--- src/rtl/uart_pkg.sv ---
// Shared definitions for the UART command responder: response codes,
// command field positions and the responder FSM state type.
package uart_pkg;

    localparam logic [7:0] UART_ACK    = 8'h06;
    localparam logic [7:0] UART_NAK    = 8'h15;
    localparam int         CMD_WR_BIT  = 7;
    localparam logic [3:0] STATUS_ADDR = 4'hF;

    typedef enum logic [2:0] {
        ST_IDLE,
        ST_CAP_CMD,
        ST_DECODE,
        ST_WAIT_DATA,
        ST_CAP_DATA,
        ST_RESP
    } rsp_state_t;

    // A command is malformed when any of the reserved bits 6:4 is set.
    function automatic logic cmd_malformed(input logic [7:0] cmd);
        return |cmd[6:4];
    endfunction

endpackage

--- src/rtl/uart_cmd_regfile.sv ---
// 8-bit register file behind the command responder. One synchronous write
// port, a combinational read port, the read-only status value at the top
// address and a tap of register 0 for the control output.
module uart_cmd_regfile
    import uart_pkg::*;
#(
    parameter int NREG = 16
) (
    input  logic       clk,
    input  logic       rst,
    input  logic       we,
    input  logic [3:0] waddr,
    input  logic [7:0] wdata,
    input  logic [3:0] raddr,
    output logic [7:0] rdata,
    input  logic [7:0] status_in,
    output logic [7:0] ctrl_out
);

    logic [7:0] regs [NREG];

    // Register writes; the status address is read-only so writes there are dropped.
    always_ff @(posedge clk or posedge rst) begin
        if (rst) begin
            for (int i = 0; i < NREG; i++) begin
                regs[i] <= 8'h00;
            end
        end else if (we && (waddr != STATUS_ADDR)) begin
            regs[waddr] <= wdata;
        end
    end

    assign rdata    = (raddr == STATUS_ADDR) ? status_in : regs[raddr];
    assign ctrl_out = regs[0];

endmodule

--- src/rtl/uart_cmd_responder.sv ---
// Register-access command responder. Pops command bytes from the receive
// FIFO, executes single-byte register reads/writes and pushes one response
// byte per command into the transmit FIFO.
// Optional feature: define UART_CMD_TIMEOUT_EN to NAK a write whose data
// byte does not arrive within TIMEOUT cycles; without it the FSM waits
// for the data byte indefinitely.
module uart_cmd_responder
    import uart_pkg::*;
#(
    parameter int NREG    = 16,
    parameter int TIMEOUT = 1000000
) (
    input  logic       clk,
    input  logic       rst,
    input  logic       rx_empty,
    input  logic [7:0] rx_data,
    output logic       rx_rd_en,
    input  logic       tx_full,
    output logic [7:0] tx_data,
    output logic       tx_wr_en,
    input  logic [7:0] status_in,
    output logic [7:0] ctrl_out,
    output logic       busy
);

    rsp_state_t state;
    logic [7:0] cmd;
    logic [7:0] resp;
    logic [7:0] rd_val;
    logic       reg_we;

`ifdef UART_CMD_TIMEOUT_EN
    localparam logic [19:0] TO_LAST = 20'(TIMEOUT - 1);
    logic [19:0] to_cnt;
`endif

    uart_cmd_regfile #(
        .NREG(NREG)
    ) u_regfile (
        .clk      (clk),
        .rst      (rst),
        .we       (reg_we),
        .waddr    (cmd[3:0]),
        .wdata    (rx_data),
        .raddr    (cmd[3:0]),
        .rdata    (rd_val),
        .status_in(status_in),
        .ctrl_out (ctrl_out)
    );

    // Responder FSM: command capture, decode, optional data wait, response.
    always_ff @(posedge clk or posedge rst) begin
        if (rst) begin
            state  <= ST_IDLE;
            cmd    <= 8'h00;
            resp   <= 8'h00;
`ifdef UART_CMD_TIMEOUT_EN
            to_cnt <= '0;
`endif
        end else begin
            case (state)
                ST_IDLE: begin
                    if (!rx_empty) state <= ST_CAP_CMD;
                end
                ST_CAP_CMD: begin
                    cmd   <= rx_data;
                    state <= ST_DECODE;
                end
                ST_DECODE: begin
                    if (cmd_malformed(cmd)) begin
                        resp  <= UART_NAK;
                        state <= ST_RESP;
                    end else if (!cmd[CMD_WR_BIT]) begin
                        resp  <= rd_val;
                        state <= ST_RESP;
                    end else begin
`ifdef UART_CMD_TIMEOUT_EN
                        to_cnt <= '0;
`endif
                        state <= ST_WAIT_DATA;
                    end
                end
                ST_WAIT_DATA: begin
                    if (!rx_empty) begin
                        state <= ST_CAP_DATA;
`ifdef UART_CMD_TIMEOUT_EN
                    end else if (to_cnt == TO_LAST) begin
                        resp  <= UART_NAK;
                        state <= ST_RESP;
                    end else begin
                        to_cnt <= to_cnt + 20'd1;
`endif
                    end
                end
                ST_CAP_DATA: begin
                    // The register file performs the write this cycle.
                    resp  <= UART_ACK;
                    state <= ST_RESP;
                end
                ST_RESP: begin
                    if (!tx_full) state <= ST_IDLE;
                end
                default: state <= ST_IDLE;
            endcase
        end
    end

    assign reg_we   = (state == ST_CAP_DATA);
    assign rx_rd_en = ((state == ST_IDLE) || (state == ST_WAIT_DATA)) && !rx_empty;
    assign tx_wr_en = (state == ST_RESP) && !tx_full;
    assign tx_data  = resp;
    assign busy     = (state != ST_IDLE);

endmodule

--- config.mk ---
export PLATFORM = sky130hd
export DESIGN_NAME = uart_cmd_responder
export DESIGN_NICKNAME = d
export VERILOG_FILES = /design/src/rtl/uart_pkg.sv /design/src/rtl/uart_cmd_regfile.sv /design/src/rtl/uart_cmd_responder.sv
export SDC_FILE = /design/constraint.sdc
export NUM_CORES = 1
export LEC_CHECK = 0
export CELL_PAD_IN_SITES_DETAIL_PLACEMENT = 1
export CELL_PAD_IN_SITES_GLOBAL_PLACEMENT = 1
export CORE_MARGIN = 1
export CORE_UTILIZATION = 40
export CTS_BUF_LIST = sky130_fd_sc_hd__clkbuf_8
export DETAILED_ROUTE_END_ITERATION = 16
export PLACE_DENSITY_LB_ADDON = 0.3
export REMOVE_ABC_BUFFERS = 1
export SYNTH_ARGS = -nofsm -noshare
export SYNTH_HDL_FRONTEND = slang
export SYNTH_SLANG_ARGS = --single-unit
--- constraint.sdc ---
create_clock -name clk -period 6.52 [get_ports clk]
set_input_delay 1.63 -clock clk [delete_from_list [all_inputs] [get_ports clk]]
set_output_delay 1.63 -clock clk [all_outputs]
set_load 0.05 [all_outputs]
==> results.py <==
metrics = {
    "global_route": {
        "top_usage_layer": "met2",
        "grt_pass1_wl_um": 27600,
        "use_met2_pct": 37.0,
        "gr-usage-met3_pct": 4.32,
        "grt_usage_pct": 22.4,
        "antenna_found_initial": 0,
        "grt_max_degree": 88,
        "met1_usage_pct": 29.2,
        "gr-total-overflow": 0,
        "grt_pass1_vias": 4722,
    },
    "synth": {
        "synthTopCellsByCount": "dfrtp_1 (139), mux2_2 (129), mux2i_1 (23)",
        "synth_area_leaders": "dfrtp_1 (53%), mux2_2 (22%), mux4_2 (4.4%), mux2i_1 (3.5%), nand2_1 (1.2%)",
        "syn_avg_cell_area_um2": 13.2,
        "synth-main-ff-cell": "dfrtp_1",
        "async_flop_share_pct": 100,
        "yosysSeqAreaShare_pct": 52.5,
        "synth_most_common_cell": "dfrtp_1",
        "synth.distinct_cells": 54,
        "ys_warn_count": 0,
        "synth_top_area_share_pct": 52.5,
        "synth_top_area_cell": "dfrtp_1",
        "synth_edf_count": 0,
        "ys_ff_latch": 139,
        "synthesis.area_um2": 6630,
        "synth_cells": 501,
    },
    "clocking": {
        "cts_buffer_depth": 2,
        "cts_tree": "built",
        "clk_pin_slew_ns": 0.06,
        "htreeDepth": 4,
        "hold_buffers": 0,
        "ctsResizeCount": 0,
        "post_cts_buffers": 0,
        "cts.sinks": 139,
        "clkLatencyLatePin_ns": 0.48,
        "cts_inserted_buffers": 17,
        "root_buffer": "clkbuf_8",
    },
    "sta": {
        "finalHoldViolations": 0,
        "tightest_slew_ns": 1.02,
        "rsz0062_at_grt": "no",
        "max_freq_ghz": 0.205,
        "fin_crit_sh_pct": 74.8,
        "hold_slack_ns": 0.503,
        "finClkSkew_ns": 0.0188,
        "period_minus_slack_ns": 4.88,
        "maxSlewHeadroom_pct": 31.6,
        "finalSetupViolations": 0,
        "setup_tns_ns": 0,
        "drv_slew": 0,
    },
    "worst_setup_path": {
        "crit_chain": "clkdlybuf4s50_1 > nand2b_1 > nor3b_1 > clkdlybuf4s50_1",
        "crit_family": "buffers and inverters",
        "r2r-start": "cmd[0]",
        "crit_path_start": "tx_full",
        "crit_fanout": 2,
        "path_class": "input port to output port",
        "cp-end-kind": "output port",
        "r2r-end": "u_regfile.regs[113]",
        "max_stage_delay_ns": 0.84,
        "worstSetupStartpointType": "input port",
        "cp_num_buf_inv": 2,
        "critPathSlowestCell": "clkdlybuf4s50_1",
        "cp.arrival_ns": 3.25,
        "cp.required_ns": 4.89,
        "reg2reg_depth": 5,
        "r2r_slack_ns": 3.51,
        "worst_path_most_repeated_cell": "clkdlybuf4s50_1",
    },
    "detailed_routing": {
        "wirelength_um": 17000,
        "drt_iter0_markers": 172,
        "ant_nets": 0,
        "drt-vias-per-instance": 5.61,
        "wl_per_cell_um": 22.6,
        "firstDrtPassIters": 4,
        "route.detailed.drc": 0,
        "vias": 4231,
    },
    "floorplanning": {
        "initial_utilization_pct": 41.4,
        "fp.dieW_um": 131,
        "ios": 39,
        "die_h_um": 131,
        "rows": 46,
        "coreArea_um2": 16000,
        "dieArea_um2": 17100,
    },
    "power_and_ir_drop": {
        "comb_power_share_pct": 39.8,
        "ir_drop_v": 0.000269,
        "power_density_nw_per_um2": 500,
        "intPower_uw": 2370,
        "power.total_uw": 3750,
        "clkPwrFrac_pct": 18.1,
        "p_sw_uw": 1390,
        "swShare_pct": 37.0,
        "pwr-share-seq_pct": 42.1,
        "power_leakage_uw": 0.00318,
    },
    "min_path": {
        "holdPathStages": 1,
        "min_to": "u_regfile.regs[34]",
        "hp-class": "register to register",
        "worstHoldStart": "u_regfile.regs[34]",
    },
    "run": {
        "drv_cap": 0,
    },
    "status": {
        "outcome": "finished clean",
    },
    "placement": {
        "io_buffers": 38,
        "dpl_cell_area_um2": 7130,
        "gp_congestion": 0.775,
        "hpwl_um": 11200,
    },
    "cells_and_area": {
        "diodes": 0,
        "design_area_um2": 7500,
        "drive_gt1_share_pct": 35.7,
        "synthToLayoutAreaGrowth_pct": 13.3,
        "num-nets-final": 546,
    },
}
state kept, by name (all words and copies together) (netlist names):
signal / cells
u_regfile.regs: 112
cmd: 8
tx_data: 8
u_regfile.ctrl_out: 8
state: 3
layout by cell type, fill, tap and decap left out, types with 3 or more instances in the layout:
cell	count
dfrtp_1	138
nand2_2	4
nand2_1	22
nand2b_1	9
mux4_2	13
nor3_2	3
buf_4	6
or3_1	4
a211oi_1	3
a21oi_1	7
mux2_2	129
mux2_1	3
nor3_1	7
inv_1	10
clkbuf_8	19
o211ai_1	3
clkdlybuf4s50_1	38
mux2i_1	23
nor3b_1	3
o21ai_0	16
nor2_4	3
clkinv_2	6
nand3_1	4
a32oi_1	4
nor2b_1	3
o22ai_1	6
nor2_1	14
stage by stage:
| stage | setup slack (ns) | utilization [%] | instances |
|---|---|---|---|
| final | 1.64 | 46.9 | 754 |
| after CTS | 1.64 | 46.9 | 754 |
| after detailed placement | 1.65 | 44.6 | 723 |
| after global placement | 1.72 | 44.6 | 723 |
| after floorplan | 1.17 | - | 463 |
| after global routing | 1.59 | 46.9 | 754 |
final cells by class:
cell class	instances	area (um2)
clock buffer	19	262
tap	216	270
clock inverter	12	109
sequential	139	3480
multi-input combinational	316	2920
timing repair buffer	44	425
inverter	8	35.0
fill	1677	8500
power groups by stage:
stage	Sequential, uW	Combinational [uW]	Clock (uW)
final	1580	1500	678
after global routing	1640	1620	732
after CTS	1580	1510	699
after detailed placement	1600	1500	0
after global placement	1560	1460	0
after floorplan	1670	935	0
cell families (layout without fill, tap and decap cells):
group | after synthesis | count (layout) | share of synthesized area, %
multiplexers | 168 | 168 | 30.3
flip-flops | 139 | 139 | 52.5
AND/OR/NAND/NOR | 87 | 87 | 7.40
AO/OA/AOI/OAI | 61 | 61 | 6.40
buffers and inverters | 46 | 83 | 3.36
metal layers:
| metal | wire [um] | vias up | share of wire [%] |
|---|---|---|---|
| met5 | 0 | - | 0 |
| met4 | 189 | 0 | 1.1 |
| met3 | 621 | 18 | 3.7 |
| met2 | 8610 | 77 | 51 |
| met1 | 7580 | 2250 | 45 |
| li1 | - | 1886 | - |
worst max-delay path by stage:
stage / endpoint / cells after the start
floorplan: cmd[0] / 1
global placement: tx_wr_en / 4
detailed placement: tx_wr_en / 4
CTS: tx_wr_en / 4
global route: tx_wr_en / 4
finish: tx_wr_en / 4
Power figures use the tool's default switching activity.
